**config.mk**
```make
export PLATFORM = sky130hd
export DESIGN_NAME = fb_pixel_writer
export DESIGN_NICKNAME = d
export VERILOG_FILES = /design/src/rtl/fb_pixel_writer.sv
export SDC_FILE = /design/constraint.sdc
export NUM_CORES = 1
export LEC_CHECK = 0
export BUFFER_PORTS_ARGS = -buffer_cell sky130_fd_sc_hd__clkbuf_2
export CORE_MARGIN = 5
export CORE_UTILIZATION = 60
export CTS_BUF_LIST = sky130_fd_sc_hd__clkbuf_4 sky130_fd_sc_hd__clkbuf_8
export CTS_CLUSTER_DIAMETER = 80
export DETAILED_ROUTE_END_ITERATION = 8
export PLACE_DENSITY = 0.89
export SLEW_MARGIN = 10
export SYNTH_ARGS = -nofsm -noshare
export SYNTH_HDL_FRONTEND = slang
export SYNTH_SLANG_ARGS = --single-unit
export TNS_END_PERCENT = 10
```
**constraint.sdc**
```tcl
create_clock -name clk -period 8.4 [get_ports clk]
set_input_delay 0.42 -clock clk [delete_from_list [all_inputs] [get_ports clk]]
set_output_delay 0.42 -clock clk [all_outputs]
set_load 0.005 [all_outputs]
```
**src/rtl/fb_pixel_writer.sv**
```systemverilog
// Pixel-write AXI4-Lite master: maps an (x, y, RGB565) request to one single-beat
// framebuffer write, clipping off-screen pixels and counting outcomes in `status`.
module fb_pixel_writer #(
    parameter logic [31:0] FB_BASE     = 32'h1000_0000,
    parameter int unsigned H_RES       = 640,
    parameter int unsigned V_RES       = 480,
    parameter int unsigned PIXEL_BYTES = 4
) (
    input  logic        clk,
    input  logic        rst_n,
    input  logic [31:0] fb_addr,
    input  logic [15:0] fb_data,
    input  logic        w_en,
    output logic [1:0]  axi_master_state,
    output logic        axi_master_writes_done,
    output logic [31:0] m_axi_awaddr,
    output logic [2:0]  m_axi_awprot,
    output logic        m_axi_awvalid,
    input  logic        m_axi_awready,
    output logic [31:0] m_axi_wdata,
    output logic [3:0]  m_axi_wstrb,
    output logic        m_axi_wvalid,
    input  logic        m_axi_wready,
    input  logic [1:0]  m_axi_bresp,
    input  logic        m_axi_bvalid,
    output logic        m_axi_bready,
    output logic [31:0] status
);

    localparam int unsigned COORD_W = 16;

    // IDLE must stay 2'b00: the drawer polls for it.
    typedef enum logic [1:0] {
        S_IDLE  = 2'd0,
        S_CALC  = 2'd1,
        S_WRITE = 2'd2,
        S_RESP  = 2'd3
    } state_t;

    state_t               state_q;
    logic                 w_en_q;
    logic [COORD_W-1:0]   x_q;
    logic [COORD_W-1:0]   y_q;
    logic [15:0]          data_q;
    logic [31:0]          awaddr_q;
    logic [31:0]          wdata_q;
    logic [3:0]           wstrb_q;
    logic                 awvalid_q;
    logic                 wvalid_q;
    logic                 bready_q;
    logic                 done_q;
    logic [15:0]          pix_q;
    logic [7:0]           clip_q;
    logic [7:0]           err_q;

    logic                 clip_d;
    logic [31:0]          addr_d;
    logic [31:0]          wdata_d;
    logic [3:0]           wstrb_d;
    logic [7:0]           r8_d;
    logic [7:0]           g8_d;
    logic [7:0]           b8_d;
    logic                 aw_ok_d;
    logic                 w_ok_d;

    // Address, clip test and bus formatting for the latched pixel.
    always_comb begin
        clip_d  = (32'(x_q) >= H_RES) || (32'(y_q) >= V_RES);
        addr_d  = FB_BASE + ((32'(y_q) * 32'(H_RES)) + 32'(x_q)) * 32'(PIXEL_BYTES);
        r8_d    = {data_q[15:11], data_q[15:13]};
        g8_d    = {data_q[10:5],  data_q[10:9]};
        b8_d    = {data_q[4:0],   data_q[4:2]};
        wdata_d = {8'hFF, r8_d, g8_d, b8_d};
        wstrb_d = 4'b1111;
        if (PIXEL_BYTES == 2) begin
            wdata_d = {data_q, data_q};
            wstrb_d = addr_d[1] ? 4'b1100 : 4'b0011;
        end
        // A channel is finished once its VALID is low or is being accepted now.
        aw_ok_d = !awvalid_q || m_axi_awready;
        w_ok_d  = !wvalid_q  || m_axi_wready;
    end

    always_ff @(posedge clk) begin
        if (!rst_n) begin
            state_q   <= S_IDLE;
            w_en_q    <= 1'b0;
            x_q       <= '0;
            y_q       <= '0;
            data_q    <= '0;
            awaddr_q  <= '0;
            wdata_q   <= '0;
            wstrb_q   <= '0;
            awvalid_q <= 1'b0;
            wvalid_q  <= 1'b0;
            bready_q  <= 1'b0;
            done_q    <= 1'b0;
            pix_q     <= '0;
            clip_q    <= '0;
            err_q     <= '0;
        end else begin
            w_en_q <= w_en;
            done_q <= 1'b0;
            case (state_q)
                S_IDLE: begin
                    if (w_en && !w_en_q) begin
                        x_q     <= fb_addr[31:16];
                        y_q     <= fb_addr[15:0];
                        data_q  <= fb_data;
                        state_q <= S_CALC;
                    end
                end
                S_CALC: begin
                    if (clip_d) begin
                        done_q  <= 1'b1;
                        state_q <= S_IDLE;
                        if (clip_q != '1) clip_q <= clip_q + 8'd1;
                    end else begin
                        awaddr_q  <= addr_d;
                        wdata_q   <= wdata_d;
                        wstrb_q   <= wstrb_d;
                        awvalid_q <= 1'b1;
                        wvalid_q  <= 1'b1;
                        state_q   <= S_WRITE;
                    end
                end
                S_WRITE: begin
                    if (awvalid_q && m_axi_awready) awvalid_q <= 1'b0;
                    if (wvalid_q && m_axi_wready)   wvalid_q  <= 1'b0;
                    if (aw_ok_d && w_ok_d) begin
                        bready_q <= 1'b1;
                        state_q  <= S_RESP;
                    end
                end
                S_RESP: begin
                    // Errors are counted but never retried.
                    if (m_axi_bvalid && bready_q) begin
                        bready_q <= 1'b0;
                        done_q   <= 1'b1;
                        state_q  <= S_IDLE;
                        if (pix_q != '1) pix_q <= pix_q + 16'd1;
                        if ((m_axi_bresp != 2'b00) && (err_q != '1)) err_q <= err_q + 8'd1;
                    end
                end
                default: state_q <= S_IDLE;
            endcase
        end
    end

    assign axi_master_state       = state_q;
    assign axi_master_writes_done = done_q;
    assign m_axi_awaddr           = awaddr_q;
    assign m_axi_awprot           = 3'b000;
    assign m_axi_awvalid          = awvalid_q;
    assign m_axi_wdata            = wdata_q;
    assign m_axi_wstrb            = wstrb_q;
    assign m_axi_wvalid           = wvalid_q;
    assign m_axi_bready           = bready_q;
    assign status                 = {pix_q, clip_q, err_q};

endmodule

```
==> results.md <==
- Number of flops mapped to enable cells by yosys: 0
- Ports: approximately 170
- Resize count post-CTS: 0
- Root buffer cell: clkbuf_8
- M1 WL: approximately 7000 um
- First-pass GRT wire length: between 20000 and 30000 um
- CP max FO: 8
- Crit path time final: 3640 ps
- Metal2 WL: between 7000 and 8000 um
- Routability congestion estimate: roughly 0.90
- Area share of the largest cell type after synthesis: around two fifths
- Final nets: between 1000 and 1500
- Core area: 0.0108 mm^2
- Vias per inst: 5.48
- Top post-synthesis cells by area: dfxtp_1, nand2_1, a21oi_1
- Worst-Skew Late Latency: about 440 ps
- Syn. warnings: 0
- Sequential area share after synthesis: between 30% and 40%
- Endpoints failing hold: 0
- Synth async-reset ratio: 0%
- Max-capacitance violation count: 0
- Fin Setup TNS: 0 ps
- Status: finished clean
- Post-CTS setup buffer count: 0
- WL final: 16300 um
- Clk slew on worst S/H paths: 80 ps
- Top Layer Used: met4
- Post-Syn Area per Cell: 8.12 um^2
- CTS Hold Bufs: 0
- Total gr overflow: 0
- Yosys cell types: ~60
- Die width: about 120 um
- CTS buffer count: 17
- LEAKAGE: between 3 and 4 nW
- Worst Tran Pin Value: roughly 1200 ps
- # rows: 38
- Max rail drop VDD: 0.200 mV
- Met3 routed WL: approximately 1200 um
- Pins over their slew limit: 0
- Pin count of the biggest net entering global routing: 75
- Tot GR Track Use: around a quarter
- Ratio of cells with drive above 1 in the final layout: a little under a quarter
- DRC viols: 0
- Synthesized flop and latch total: around 130
- Cell Area, Synth: ~0.0066 mm^2
- FMAX: 275 MHz
- N_diodes: 0
- Worst slack at placement: ~4800 ps
- Setup crit start kind: flop
- Worst min-delay path category: in2reg
- Buffer levels on the longest clock path: 2
- Slew HR: 22.7%
- Setup ws final: 4760 ps
- CP bufs+invs: 0
- Period Utilization, post-route: between 40% and 50%
- Main flop type after synthesis: dfxtp_1
- Port Buffers: ~160
- RSZ-0062 raised after global routing: no
- CP delay by family, top: compound AO/OA/AOI/OAI gates
- Worst Path Required: 8680 ps
- Max incr delay on CP: approximately 530 ps
- CTS tree: yes
- Setup CP Type: reg2reg
- Syn-to-layout area delta: 16.6%
- WL/cell: 15.0 um
- Fillers: a little under 900
- Starting Density: about 61%
- DRT iter0 DRCs: approximately 420
- Die Ht: 115 um
- Crit end category: flop
- Clk_skew: 11.3 ps
- Synth area leader: dfxtp_1
- Vias in the first global route: between 5000 and 6000
- Post-Syn Instances: roughly 800
- Fin util: a little under three quarters
- H-Tree Depth: 4
- DRT Pass-1 Iters: 5
- DP HPWL: around 12000 um
- Sink Count: about 130
- Initial antenna violation count: 0
- Total vias in the final route: between 5000 and 6000
- P per Cell Area: 195 mW/mm^2
- Final ANT Viol Nets: 0
- Setup Viol. Count Final: 0
- Arrival time of the worst setup path: 3920 ps
- Max stage delay cell, worst path: a2111oi_0
- Final Total Pwr: 1.51 mW
- Cells along the critical path: ha_1 > ha_1 > a21oi_1 > o211a_4 > xnor2_1 > ha_1 > a21o_1 > a2111oi_0 > nor4_2 > nand2b_1 > nor4_2 > xnor2_1 > a21oi_1
- Die area: 0.0132 mm^2
- Most used cell, CP: ha_1
[Yosys cell counts, types with 3 or more instances]
| cell | instances |
|---|---|
| o21ai_0 | 20 |
| a21oi_2 | 4 |
| and2_1 | 3 |
| and3_1 | 8 |
| xnor2_1 | 17 |
| nor3_1 | 12 |
| o21a_1 | 5 |
| inv_1 | 16 |
| buf_4 | 27 |
| nor2_1 | 58 |
| a211oi_1 | 4 |
| nand2_1 | 193 |
| a21oi_1 | 105 |
| o211a_1 | 3 |
| xor2_1 | 27 |
| a21o_1 | 7 |
| and4_1 | 3 |
| nand3_1 | 15 |
| clkbuf_1 | 32 |
| o211ai_1 | 3 |
| nor2b_1 | 6 |
| ha_1 | 41 |
| buf_2 | 3 |
| dfxtp_1 | 132 |
| nand4_1 | 13 |
| nand2b_1 | 3 |
| mux2i_1 | 3 |
| a211o_1 | 4 |
| a2111oi_0 | 3 |
| nor4_1 | 5 |
[per-stage QoR]
step / instances / area, um^2 / hold WS (ps)
2_1_floorplan: 821 / 6640 / 432
3_3_place_gp: 1055 / 7270 / 438
3_5_place_dp: 1055 / 7270 / 444
4_1_cts: 1087 / 7720 / 168
5_1_grt: 1087 / 7720 / 177
6_report: 1087 / 7720 / 194
[cell families after synthesis]
kind of cell	count (synthesis)	synth area share, %
muxes	3	0.454
buffers and inverters	82	6.37
AOI/OAI and AO/OA	177	16.6
other	1	0.0567
and+or+nand+nor	331	21.9
xor gates and xnor gates	46	6.31
adders and majority gates	43	8.36
DFF	132	39.9
[registers in the layout (all words and copies together), names as in the netlist, named ones only]
register,cells
m_axi_awaddr,28
m_axi_wdata,17
data_q,16
pix_q,16
x_q,16
y_q,16
clip_q,8
err_q,8
axi_master_state,1
axi_master_writes_done,1
m_axi_awvalid,1
m_axi_bready,1
m_axi_wvalid,1
w_en_q,1
[power by group]
part | switching (mW) | total (mW) | internal, mW
Clock | 0.260 | 0.595 | 0.335
Sequential | 0.0273 | 0.683 | 0.655
Combinational | 0.142 | 0.230 | 0.0879
[final cells by class]
type	instances	area (um^2)	share of cell area, %
Multi-Input combinational cell	607	3590	46.5
Sequential cell	132	2640	34.2
Timing Repair Buffer	159	801	10.4
Clock buffer	18	248	3.21
Clock inverter	14	199	2.58
Tap cell	140	175	2.27
Inverter	17	65.1	0.843
[path summary, 6_finish.rpt]
path | from | endpoint | slack (ps) | cells after the start
max | y_q[5] | m_axi_awaddr[26] | 4760 | 13
min | fb_addr[3] | y_q[3] | 190 | 3
max reg2reg | y_q[5] | m_axi_awaddr[26] | 4760 | 13
min reg2reg | data_q[15] | m_axi_wdata[23] | 450 | 2
[placed cells by master (no fill, tap or decap), types with 16 or more instances in the layout]
cell type / n
o21ai_0: 20
ha_1: 41
inv_1: 16
a21oi_1: 105
nand2_1: 193
clkbuf_2: 157
xor2_1: 27
xnor2_1: 17
clkbuf_8: 18
dfxtp_1: 132
nor2_1: 58
[metal layers]
layer	track usage (%)	up-vias
met5	0	-
met4	8.45	0
met3	7.58	35
met2	40.2	196
met1	29.8	2746
li1	-	2979
[tightest hold or removal path: stages]
cell      delay (ps)
clkbuf_2          80
nand2_1           40
a21oi_1           50
Note: power is estimated with default switching activity, not from simulation.
